File: src/rtl/uart_cfg_core.sv
// Configurable UART transceiver: shared oversampling baud tick, TX and RX frame FSMs,
// optional internal loopback of txd into the receiver.
module uart_cfg_core #(
    parameter int unsigned CLK_FREQ   = 50000000,
    parameter int unsigned BAUD_RATE  = 9600,
    parameter int unsigned OVERSAMPLE = 16,
    parameter int unsigned DATA_BITS  = 8,
    parameter int unsigned PARITY_EN  = 0,
    parameter int unsigned PARITY_ODD = 0,
    parameter int unsigned STOP_BITS  = 1
) (
    input  logic                 clk,
    input  logic                 rst_n,
    input  logic                 tx_start,
    input  logic [DATA_BITS-1:0] tx_data,
    output logic                 tx_busy,
    output logic                 tx_done,
    output logic                 txd,
    input  logic                 rxd,
    input  logic                 loopback,
    output logic [DATA_BITS-1:0] rx_data,
    output logic                 rx_done,
    output logic                 rx_parity_err,
    output logic                 rx_frame_err
);
    localparam int unsigned DIV_RAW = CLK_FREQ / (BAUD_RATE * OVERSAMPLE);
    localparam int unsigned DIV     = (DIV_RAW < 1) ? 1 : DIV_RAW;
    localparam int unsigned DIV_W   = $clog2(DIV + 1);
    localparam int unsigned OS_W    = $clog2(OVERSAMPLE);
    localparam int unsigned BIT_W   = 3;
    localparam logic        PAR_EN  = (PARITY_EN != 0);
    localparam logic        PAR_ODD = (PARITY_ODD != 0);

    typedef enum logic [2:0] {S_IDLE, S_START, S_DATA, S_PARITY, S_STOP} state_t;

    // Free-running baud tick shared by both directions
    logic [DIV_W-1:0] div_q;
    logic             tick;
    assign tick = (div_q == DIV_W'(DIV - 1));

    always_ff @(posedge clk) begin
        if (!rst_n)    div_q <= '0;
        else if (tick) div_q <= '0;
        else           div_q <= div_q + DIV_W'(1);
    end

    // ---------------- transmitter ----------------
    state_t               tx_state_q, tx_state_d;
    logic [OS_W-1:0]      tx_cnt_q, tx_cnt_d;
    logic [BIT_W-1:0]     tx_bit_q, tx_bit_d;
    logic [DATA_BITS-1:0] tx_shr_q, tx_shr_d;
    logic                 tx_par_q, tx_par_d;
    logic                 txd_q, txd_d;
    logic                 tx_busy_q, tx_busy_d;
    logic                 tx_done_q, tx_done_d;
    logic                 tx_bit_end;

    assign tx_bit_end = tick && (tx_cnt_q == OS_W'(OVERSAMPLE - 1));

    always_ff @(posedge clk) begin
        if (!rst_n) begin
            tx_state_q <= S_IDLE;
            tx_cnt_q   <= '0;
            tx_bit_q   <= '0;
            tx_shr_q   <= '0;
            tx_par_q   <= 1'b0;
            txd_q      <= 1'b1;
            tx_busy_q  <= 1'b0;
            tx_done_q  <= 1'b0;
        end else begin
            tx_state_q <= tx_state_d;
            tx_cnt_q   <= tx_cnt_d;
            tx_bit_q   <= tx_bit_d;
            tx_shr_q   <= tx_shr_d;
            tx_par_q   <= tx_par_d;
            txd_q      <= txd_d;
            tx_busy_q  <= tx_busy_d;
            tx_done_q  <= tx_done_d;
        end
    end

    // txd_d is the line level for the state being entered, so txd is glitch-free
    always_comb begin
        tx_state_d = tx_state_q;
        tx_cnt_d   = tx_cnt_q;
        tx_bit_d   = tx_bit_q;
        tx_shr_d   = tx_shr_q;
        tx_par_d   = tx_par_q;
        txd_d      = txd_q;
        tx_busy_d  = tx_busy_q;
        tx_done_d  = 1'b0;
        if (tx_state_q != S_IDLE && tick)
            tx_cnt_d = tx_bit_end ? '0 : tx_cnt_q + OS_W'(1);
        case (tx_state_q)
            S_IDLE: begin
                txd_d     = 1'b1;
                tx_busy_d = 1'b0;
                if (tx_start) begin
                    tx_state_d = S_START;
                    tx_cnt_d   = '0;
                    tx_shr_d   = tx_data;
                    tx_par_d   = (^tx_data) ^ PAR_ODD;
                    txd_d      = 1'b0;
                    tx_busy_d  = 1'b1;
                end
            end
            S_START: begin
                if (tx_bit_end) begin
                    tx_state_d = S_DATA;
                    tx_bit_d   = '0;
                    txd_d      = tx_shr_q[0];
                end
            end
            S_DATA: begin
                if (tx_bit_end) begin
                    if (tx_bit_q == BIT_W'(DATA_BITS - 1)) begin
                        tx_bit_d = '0;
                        if (PAR_EN) begin
                            tx_state_d = S_PARITY;
                            txd_d      = tx_par_q;
                        end else begin
                            tx_state_d = S_STOP;
                            txd_d      = 1'b1;
                        end
                    end else begin
                        tx_bit_d = tx_bit_q + BIT_W'(1);
                        tx_shr_d = tx_shr_q >> 1;
                        txd_d    = tx_shr_q[1];
                    end
                end
            end
            S_PARITY: begin
                if (tx_bit_end) begin
                    tx_state_d = S_STOP;
                    tx_bit_d   = '0;
                    txd_d      = 1'b1;
                end
            end
            S_STOP: begin
                if (tx_bit_end) begin
                    if (tx_bit_q == BIT_W'(STOP_BITS - 1)) begin
                        tx_state_d = S_IDLE;
                        tx_done_d  = 1'b1;
                        tx_busy_d  = 1'b0;
                        txd_d      = 1'b1;
                    end else begin
                        tx_bit_d = tx_bit_q + BIT_W'(1);
                    end
                end
            end
            default: tx_state_d = S_IDLE;
        endcase
    end

    assign txd     = txd_q;
    assign tx_busy = tx_busy_q;
    assign tx_done = tx_done_q;

    // ---------------- receiver ----------------
    logic rxd_s1_q, rxd_s2_q, rx_line;

    always_ff @(posedge clk) begin
        if (!rst_n) begin
            rxd_s1_q <= 1'b1;
            rxd_s2_q <= 1'b1;
        end else begin
            rxd_s1_q <= rxd;
            rxd_s2_q <= rxd_s1_q;
        end
    end

    assign rx_line = loopback ? txd_q : rxd_s2_q;

    state_t               rx_state_q, rx_state_d;
    logic [OS_W-1:0]      rx_cnt_q, rx_cnt_d;
    logic [BIT_W-1:0]     rx_bit_q, rx_bit_d;
    logic [DATA_BITS-1:0] rx_shr_q, rx_shr_d;
    logic                 rx_perr_q, rx_perr_d;
    logic [DATA_BITS-1:0] rx_data_q, rx_data_d;
    logic                 rx_done_q, rx_done_d;
    logic                 rx_perr_o_q, rx_perr_o_d;
    logic                 rx_ferr_q, rx_ferr_d;
    logic                 rx_full, rx_half;

    assign rx_full = (rx_cnt_q == OS_W'(OVERSAMPLE - 1));
    assign rx_half = (rx_cnt_q == OS_W'(OVERSAMPLE / 2 - 1));

    always_ff @(posedge clk) begin
        if (!rst_n) begin
            rx_state_q  <= S_IDLE;
            rx_cnt_q    <= '0;
            rx_bit_q    <= '0;
            rx_shr_q    <= '0;
            rx_perr_q   <= 1'b0;
            rx_data_q   <= '0;
            rx_done_q   <= 1'b0;
            rx_perr_o_q <= 1'b0;
            rx_ferr_q   <= 1'b0;
        end else begin
            rx_state_q  <= rx_state_d;
            rx_cnt_q    <= rx_cnt_d;
            rx_bit_q    <= rx_bit_d;
            rx_shr_q    <= rx_shr_d;
            rx_perr_q   <= rx_perr_d;
            rx_data_q   <= rx_data_d;
            rx_done_q   <= rx_done_d;
            rx_perr_o_q <= rx_perr_o_d;
            rx_ferr_q   <= rx_ferr_d;
        end
    end

    // Start is qualified at half a bit; every later sample lands mid-bit
    always_comb begin
        rx_state_d  = rx_state_q;
        rx_cnt_d    = rx_cnt_q;
        rx_bit_d    = rx_bit_q;
        rx_shr_d    = rx_shr_q;
        rx_perr_d   = rx_perr_q;
        rx_data_d   = rx_data_q;
        rx_done_d   = 1'b0;
        rx_perr_o_d = rx_perr_o_q;
        rx_ferr_d   = rx_ferr_q;
        if (rx_state_q != S_IDLE && rx_state_q != S_START && tick)
            rx_cnt_d = rx_full ? '0 : rx_cnt_q + OS_W'(1);
        case (rx_state_q)
            S_IDLE: begin
                if (tick && !rx_line) begin
                    rx_state_d = S_START;
                    rx_cnt_d   = '0;
                end
            end
            S_START: begin
                if (tick) begin
                    if (rx_half) begin
                        rx_cnt_d   = '0;
                        rx_bit_d   = '0;
                        rx_state_d = rx_line ? S_IDLE : S_DATA;
                    end else begin
                        rx_cnt_d = rx_cnt_q + OS_W'(1);
                    end
                end
            end
            S_DATA: begin
                if (tick && rx_full) begin
                    rx_shr_d = {rx_line, rx_shr_q[DATA_BITS-1:1]};
                    if (rx_bit_q == BIT_W'(DATA_BITS - 1))
                        rx_state_d = PAR_EN ? S_PARITY : S_STOP;
                    else
                        rx_bit_d = rx_bit_q + BIT_W'(1);
                end
            end
            S_PARITY: begin
                if (tick && rx_full) begin
                    rx_perr_d  = rx_line ^ (^rx_shr_q) ^ PAR_ODD;
                    rx_state_d = S_STOP;
                end
            end
            S_STOP: begin
                if (tick && rx_full) begin
                    rx_state_d  = S_IDLE;
                    rx_done_d   = 1'b1;
                    rx_data_d   = rx_shr_q;
                    rx_perr_o_d = PAR_EN && rx_perr_q;
                    rx_ferr_d   = !rx_line;
                end
            end
            default: rx_state_d = S_IDLE;
        endcase
    end

    assign rx_data       = rx_data_q;
    assign rx_done       = rx_done_q;
    assign rx_parity_err = rx_perr_o_q;
    assign rx_frame_err  = rx_ferr_q;

endmodule

File: config.mk
export PLATFORM = sky130hd
export DESIGN_NAME = uart_cfg_core
export DESIGN_NICKNAME = d
export VERILOG_FILES = /design/src/rtl/uart_cfg_core.sv
export SDC_FILE = /design/constraint.sdc
export NUM_CORES = 1
export LEC_CHECK = 0
export ABC_CLOCK_PERIOD_IN_PS = 2200
export CORE_MARGIN = 2
export CORE_UTILIZATION = 57
export CTS_BUF_LIST = sky130_fd_sc_hd__clkbuf_4 sky130_fd_sc_hd__clkbuf_8 sky130_fd_sc_hd__clkbuf_16
export DETAILED_ROUTE_END_ITERATION = 8
export PLACE_DENSITY = 0.9
export SETUP_SLACK_MARGIN = 0.05
export SLEW_MARGIN = 20
export SYNTH_ARGS = -nofsm -noshare
export SYNTH_HDL_FRONTEND = slang
export SYNTH_SLANG_ARGS = --single-unit
File: constraint.sdc
create_clock -name clk -period 2.2 [get_ports clk]
set_input_delay 0.44 -clock clk [delete_from_list [all_inputs] [get_ports clk]]
set_output_delay 0.44 -clock clk [all_outputs]
set_load 0.1 [all_outputs]
### Word-level counts from Yosys, hierarchy flattened

Cells that the tools add are included.

* register bits after elaboration: 60

* bitwise gates (word level): 1
* multiplexer cells: 57
* equality and inequality tests: 33
* reduce and logical (&&, ||, !) cells: 30
* add/subtract/negate cells: 5

Operators with widths (number)
* $mux W3: 23
* $mux W4: 9
* $ne A2 B2 Y1 const B: 17
* $pmux W3 S5: 2
* $mux W8: 3
* $pmux W8 S2: 1
* $reduce_and A7 Y1: 2
* $mux W1: 13
* $eq A3 B2 Y1 const B: 4
* $eq A3 B3 Y1 const B: 4
* $reduce_and A5 Y1: 2
* $add A9 B1 Y9 const B: 1
* $eq A9 B9 Y1 const B: 1
* $logic_not A3 Y1: 3
* $pmux W3 S3: 1
* $reduce_bool A3 Y1: 3
* $add A4 B1 Y4 const B: 2
* $eq A4 B4 Y1 const B: 2
* $pmux W4 S2: 1
* $add A3 B1 Y3 const B: 2
* $eq A3 B1 Y1 const B: 2
* $logic_and A1 B1 Y1: 6
* $pmux W3 S2: 1
* $reduce_and A2 Y1: 3
* other kinds (14): 18

### Logic depth before layout (Yosys ltp)

Gate-level depths: netlist of the first run.

* word-level depth: 6
* mapped depth: 8

### Worst setup path after synthesis of the first run

OpenSTA, ideal clock, no wires.

* path type: flip-flop to flip-flop
* start point: reg txd_q, in the netlist txd
* end point: reg rx_state_q[0]
* stages on the path, launching flop included: 6
* slack: 0.166 ns
* arrival time: 1.947 ns
* path buffers: 0
* clock period less this slack: 2.034 ns
* setup time: 0.087 ns
* cell sequence: dfxtp_1 -> mux2i_1 -> and3_2 -> o221ai_1 -> a21oi_1 -> o31ai_1

* longest elaborated chain between the ends: 5

RTL lines
* from (decl): line 53 `logic txd_q, txd_d;`
* from (signal assigned): line 76 `txd_q <= txd_d;`
* $mux W1: line 172 `assign rx_line = loopback ? txd_q : rxd_s2_q;`
* $logic_not A1 Y1: line 227 `if (tick && !rx_line) begin`
* $logic_and A1 B1 Y1: line 227
* $ne A2 B2 Y1 (no source line)
* $reduce_and A7 Y1 (no source line)
* to (signal assigned): line 200 `rx_state_q <= rx_state_d;`
* to (decl): line 174 `state_t rx_state_q, rx_state_d;`

No other way between the ends.
A chain may end at the register's enable or synchronous reset.

### Worst setup path in the final report of the first run

* start point: reg div_q[2]
* end point: reg rx_cnt_q[3]

* longest elaborated chain between the ends: 5
* elaborated cells on any way between the ends: 7
* classes of those cells: 1 x eq/ne; 4 x mux; 2 x reduce/logical

RTL lines
* from (decl): line 37 `logic [DIV_W-1:0] div_q;`
* from (signal assigned): line 44 `else div_q <= div_q + DIV_W'(1);`
* $eq A9 B9 Y1 (*): line 39 `assign tick = (div_q == DIV_W'(DIV - 1));`
* $logic_and A1 B1 Y1: line 223 `if (rx_state_q != S_IDLE && rx_state_q != S_START && tick)`
* $mux W4: line 223
* $mux W4 (on tied branches): line 233, 227
* $pmux W4 S2 (*): line 225 `case (rx_state_q)`
* to (signal assigned): line 201 `rx_cnt_q <= rx_cnt_d;`
* to (decl): line 175 `logic [OS_W-1:0] rx_cnt_q, rx_cnt_d;`

Mark *: on every way between the ends. The rest lies on a longest branch, timed or not.

==> results.sh, run 1 <==
export IMPL_status="complete, no violations"
export IMPL_rows=25
export IMPL_pre_cts_slack_ns=0.0957
export IMPL_final_setup_worst_slack_ns=0.157
export IMPL_start_util=0.596
export IMPL_fin_area_mm2=0.00336
export IMPL_ant_nets=0
export IMPL_avgSynthCellArea_um2=9.08
export IMPL_finalCritPeriodShare=0.928
export IMPL_drt_total_wl_um=5890
export IMPL_die_w_um=74.5
export IMPL_syn_inst=312
export IMPL_finalSetupViolations=0
export IMPL_drc_errors=0
export IMPL_grt_pass1_vias=2293
export IMPL_finalHoldViolCount=0
export IMPL_clkSlewWorstSetupHoldPaths_ns=0.07
export IMPL_synth_area_mm2=0.00283
export IMPL_crit_type="flip-flop to flip-flop"
export IMPL_maxSlewViolCount=0
export IMPL_grt_max_degree=22
export IMPL_grt_remaining_overflow=0
export IMPL_cts_tree="yes"
export IMPL_grt_use_total=0.244
export IMPL_globalplace_congestion=0.929
export IMPL_grt_pass1_wl_um=10200
export IMPL_clockRootBuffer="clkbuf_8"
export IMPL_min_period_ns=2.04
export IMPL_regArea_mm2=0.00120
export IMPL_p_leak_nw=1.35
export IMPL_synth_ff_type="dfxtp_1"
export IMPL_tightest_slew_ns=0.598
export IMPL_synth_nets=334
export IMPL_hp_class="flip-flop to flip-flop"
export IMPL_drt_pass1_iter_count=4
export IMPL_multi_input_area_mm2=0.00155
export IMPL_worstPathMaxFanout=6
export IMPL_fmax_mhz=490
export IMPL_antenna_found_initial=0
export IMPL_nFillCells=361
export IMPL_core_mm2=0.00475
export IMPL_power_density_mw_per_mm2=708
export IMPL_cts_sinks=60
export IMPL_fin_tns_setup_ns=0
export IMPL_post_dp_cell_area_mm2=0.00315
export IMPL_cts_buffers=9
export IMPL_slew_headroom=0.598
export IMPL_rsz0062_at_grt="false"
export IMPL_synth_cell_type_count=49
export IMPL_synth_area_leaders="dfxtp_1 (42%), mux2i_1 (11%), nor2_1 (7.0%)"
export IMPL_maxCapViolations=0
export IMPL_die_height_um=74.5
export IMPL_h_tree_depth=3
export IMPL_nets=367
export IMPL_yosys_register_bits=60
export IMPL_wl_per_cell_um=14.1
export IMPL_drt_iter0_drc=164
export IMPL_finClkSkew_ns=0.0100
export IMPL_ys_seq_area_frac=0.424
export IMPL_end_kind="flip-flop"
export IMPL_required_ns=2.43
export IMPL_hpwl_um=4060
export IMPL_vias=2344
export IMPL_vias_per_cell=5.62
export IMPL_ys_warn_count=0
export IMPL_p_total_mw=2.38
export IMPL_vdd_drop_max_mv=0.517
export IMPL_crit_arrival_ns=2.27
export IMPL_clk_latency_ns=0.34
export IMPL_synth_top_area_cell="dfxtp_1"
export IMPL_async_flop_share=0
export IMPL_dieArea_mm2=0.00555
export IMPL_synth_top_cell_area_share=0.424
export IMPL_drive_above_1_share=0.169
export IMPL_synth_edff_count=0
export IMPL_port_buffers=25
export IMPL_cts_buffer_depth=2
export IMPL_diodes=0
export IMPL_io_pins=27
export IMPL_startpoint_type="flip-flop"
export IMPL_area_growth_pct=18.5
stage by stage:
stage / hold slack, ns / util / instances
global route: 0.441 / 0.706 / 417
floorplan: 0.386 / - / 312
CTS: 0.438 / 0.704 / 417
finish: 0.440 / 0.706 / 417
global placement: 0.388 / 0.662 / 401
detailed placement: 0.420 / 0.662 / 401
cells by family after synthesis:
kind of cell / Yosys count / synth area share
compound gates: 51 / 0.122
simple gates: 130 / 0.241
buf+inv: 21 / 0.0322
other cells: 1 / 0.00132
mux: 33 / 0.117
xor+xnor: 7 / 0.0216
flops: 60 / 0.424
fa+ha+maj: 9 / 0.0398
power by group:
| group | switching [mW] | internal [mW] | total, mW |
|---|---|---|---|
| Clock | 0.453 | 0.551 | 1.00 |
| Combinational | 0.140 | 0.0939 | 0.233 |
| Sequential | 0.0254 | 1.11 | 1.14 |
| Total | 0.618 | 1.76 | 2.38 |
final timing paths:
| path | depth (start not counted) | slack, ns | from | to |
|---|---|---|---|---|
| worst max-delay path | 5 | 0.16 | div_q[2] | rx_cnt_q[3] |
| worst min-delay path | 1 | 0.44 | rxd_s1_q | rxd_s2_q |
| worst max register to register | 5 | 0.16 | div_q[2] | rx_cnt_q[3] |
| worst min register to register | 1 | 0.44 | rxd_s1_q | rxd_s2_q |
placed cells by master (no fill, tap or decap), drive strengths merged, types with 4 or more instances in the layout:
cell type      synthesis  routed
nor2                  54      54
o21ai                 13      13
ha                     9       9
clkdlybuf4s50          0      12
and3                   7       7
dfxtp                 60      60
xor2                   6       6
a21oi                 14      14
nor3                  10      10
nand3                  8       8
buf                    3      23
clkbuf                10      10
or3                    4       4
a211oi                10      10
nand2b                 4       4
mux2i                 31      31
nand3b                 4       4
inv                    8       8
nand4                  4       4
nand2                 19      19
state kept, by name, summed over array words and instances, names as in the netlist:
register,count
div_q,9
rx_bit_q,3
rx_cnt_q,4
rx_data,8
rx_done,1
rx_frame_err,1
rx_shr_q,8
rx_state_q,3
rxd_s1_q,1
rxd_s2_q,1
tx_bit_q,3
tx_busy,1
tx_cnt_q,4
tx_done,1
tx_shr_q,8
tx_state_q,3
txd,1
synthesized netlist by cell type (all sizes together) (2+ instances only):
master  count
and2        2
nand2      19
nand4       4
inv         8
a22oi       2
ha          9
dfxtp      60
nand2b      4
buf         3
nand3       8
and3        7
xor2        6
nor3       10
nor3b       3
o21ai      13
nor2b       3
mux2        2
or3         4
a211oi     10
nand3b      4
nand4b      2
clkbuf     10
a31oi       3
mux2i      31
o22ai       3
a21oi      14
nor2       54
worst max-delay path, cell delays in order, from the launching register on:
cell	delay [ns]
dfxtp_1	0.44
or4b_4	0.53
nor2_1	0.30
o21ai_0	0.28
a211oi_1	0.29
nor3_1	0.08
per-layer routing:
metal	track usage	wire length, um	up-vias
li1	-	-	1172
met1	0.281	2690	1111
met2	0.407	2870	50
met3	0.0583	200	11
met4	0.149	121	0
met5	0	0	-
repair_timing:
action                                 CTS  global route
hold buffers                             0             0
endpoints found under the hold margin    0             0
buffers inserted                         0             0
setup endpoints to repair                0             9
gates resized for setup                  0             3
final cells by class:
cell class / instances / area share
Inverter: 8 / 0.00895
Timing Repair Buffer: 35 / 0.0872
Clock inverter: 6 / 0.0190
Sequential cell: 60 / 0.358
Clock buffer: 10 / 0.0410
Tap cell: 67 / 0.0250
Multi-Input combinational cell: 231 / 0.461
Note: power is estimated with default switching activity, not from simulation.
==> run 2: changes to the inputs <==
CORE_MARGIN = 1.5   (was 2)
CTS_CLUSTER_SIZE = 14   (was default)
==> run 2 against run 1 <==
Net effect:
- clock skew grew 0.00072 ns
- die area shrank 2.7%
- fmax grew 1.2%
- register-to-register slack gained 0.02 ns
- first-iteration DRC count shrank 12%
- sequential share of layout area shrank 0.13 points
- critical endpoint is now tx_shr_q[7]
- largest cell class unchanged
- highest routed layer unchanged
==> results.sh, run 2 (synthesized netlist as in run 1, its figures left out) <==
export IMPL_min_path_cells=1
export IMPL_drt_iter0_drc=144
export IMPL_reg2reg_to="tx_shr_q[7]"
export IMPL_hold_buffers=0
export IMPL_drc_errors=0
export IMPL_regMostFlops="div_q"
export IMPL_die_w_um=73.5
export IMPL_vias_per_cell=5.69
export IMPL_start_util=0.596
export IMPL_h_tree_depth=3
export IMPL_dieArea_mm2=0.00540
export IMPL_crit_arrival_ns=2.26
export IMPL_p_leak_nw=1.36
export IMPL_fin_tns_setup_ns=0
export IMPL_port_buffers=25
export IMPL_clkSlewWorstSetupHoldPaths_ns=0.07
export IMPL_finalHoldViolCount=0
export IMPL_ant_nets=0
export IMPL_area_growth_pct=18.9
export IMPL_die_height_um=73.5
export IMPL_end_kind="flip-flop"
export IMPL_grt_use_total=0.235
export IMPL_grt_remaining_overflow=0
export IMPL_power_density_mw_per_mm2=734
export IMPL_r2r_start="tx_cnt_q[0]"
export IMPL_grt_max_degree=25
export IMPL_vdd_drop_max_mv=0.634
export IMPL_finalSetupViolations=0
export IMPL_finalCritPeriodShare=0.917
export IMPL_rr_worst_depth=7
export IMPL_drt_total_wl_um=5870
export IMPL_vias=2372
export IMPL_grt_pass1_vias=2097
export IMPL_fmax_mhz=496
export IMPL_tightest_slew_ns=0.553
export IMPL_cts_buffer_depth=2
export IMPL_hold_ws_ns=0.404
export IMPL_finClkSkew_ns=0.0107
export IMPL_core_mm2=0.00475
export IMPL_pre_cts_slack_ns=0.102
export IMPL_status="complete, no violations"
export IMPL_antenna_found_initial=0
export IMPL_worstPathMaxFanout=15
export IMPL_cts_sinks=60
export IMPL_maxCapViolations=0
export IMPL_final_common_cell="dfxtp_1"
export IMPL_min_period_ns=2.02
export IMPL_nFillCells=338
export IMPL_hp_class="flip-flop to flip-flop"
export IMPL_drt_pass1_iter_count=5
export IMPL_nets=367
export IMPL_largest_register_ff_count=9
export IMPL_hpwl_um=4130
export IMPL_reg2reg_slack_ns=0.18
export IMPL_cts_tree="yes"
export IMPL_io_pins=27
export IMPL_diodes=0
export IMPL_post_cts_buffers=0
export IMPL_final_setup_worst_slack_ns=0.182
export IMPL_rsz0062_at_grt="false"
export IMPL_globalplace_congestion=0.888
export IMPL_required_ns=2.44
export IMPL_ctsResizeCount=0
export IMPL_clockRootBuffer="clkbuf_8"
export IMPL_crit_type="flip-flop to flip-flop"
export IMPL_drive_above_1_share=0.163
export IMPL_grt_pass1_wl_um=9540
export IMPL_startpoint_type="flip-flop"
export IMPL_slew_headroom=0.628
export IMPL_whs_endpoint="rxd_s2_q"
export IMPL_wl_per_cell_um=14.1
export IMPL_hp_start="rxd_s1_q"
export IMPL_layout_common_cells="dfxtp_1 (60), nor2_1 (53), mux2i_1 (31)"
export IMPL_maxSlewViolCount=0
export IMPL_rows=25
export IMPL_clk_latency_ns=0.34
export IMPL_cts_buffers=9
run 2: cell types whose count changed in the layout (fill, tap and decap cells not counted), sizes merged:
| cell | previous run | this run |
|---|---|---|
| bufinv | 1 | 2 |
| clkbuf | 10 | 11 |
| clkinvlp | 2 | 0 |
run 2: critical path, stage by stage, from the launching register on:
cell     delay (ns)
dfxtp_1        0.41
ha_1           0.26
and3_1         0.30
nand3_4        0.13
o41ai_4        0.29
buf_4          0.26
o22ai_1        0.10
and2_1         0.17
run 2: worst max-delay path by stage:
stage,start,endpoint,cells after the start
floorplan,txd,rx_state_q[0],5
global placement,loopback,rx_state_q[1],6
detailed placement,loopback,rx_state_q[1],6
CTS,tx_cnt_q[0],tx_shr_q[5],7
global route,tx_cnt_q[0],tx_bit_q[0],6
finish,tx_cnt_q[0],tx_shr_q[7],7
run 2: per-layer routing:
| metal | global-route usage | part of all wire | up-vias |
|---|---|---|---|
| met2 | 0.384 | 0.49 | 65 |
| met5 | 0 | 0 | - |
| li1 | - | - | 1176 |
| met4 | 0.115 | 0.019 | 0 |
| met3 | 0.0823 | 0.051 | 13 |
| met1 | 0.271 | 0.44 | 1118 |
run 2: per-stage QoR:
step	utilization	cells	power, mW	instance area, um^2
floorplan	-	312	1.32	2830
global placement	0.662	401	1.38	3150
detailed placement	0.662	401	1.39	3150
CTS	0.708	417	2.48	3370
global route	0.709	417	2.56	3370
finish	0.709	417	2.47	3370
run 2: power by group:
group | internal (mW) | switching (mW) | leakage [nW] | total, mW
clock | 0.675 | 0.424 | 0.116 | 1.10
sequential | 1.11 | 0.0249 | 0.487 | 1.14
combinational | 0.0937 | 0.142 | 0.760 | 0.236
total | 1.88 | 0.591 | 1.36 | 2.47
run 2: layout make-up:
type / count / area [um^2] / share of cell area
multi-input cells: 231 / 1540 / 0.457
inverters: 8 / 30.0 / 0.00891
clock buffers: 11 / 145 / 0.0431
well taps: 67 / 83.8 / 0.0249
flip-flops and latches: 60 / 1200 / 0.356
clock inverters: 5 / 75.1 / 0.0223
repair buffers: 35 / 293 / 0.0869
==> run 3: changes to the inputs <==
GPL_ROUTABILITY_DRIVEN = 0   (was default)
==> results of run 3 <==
Final layout, timing and power as in run 2 (identical DEF).
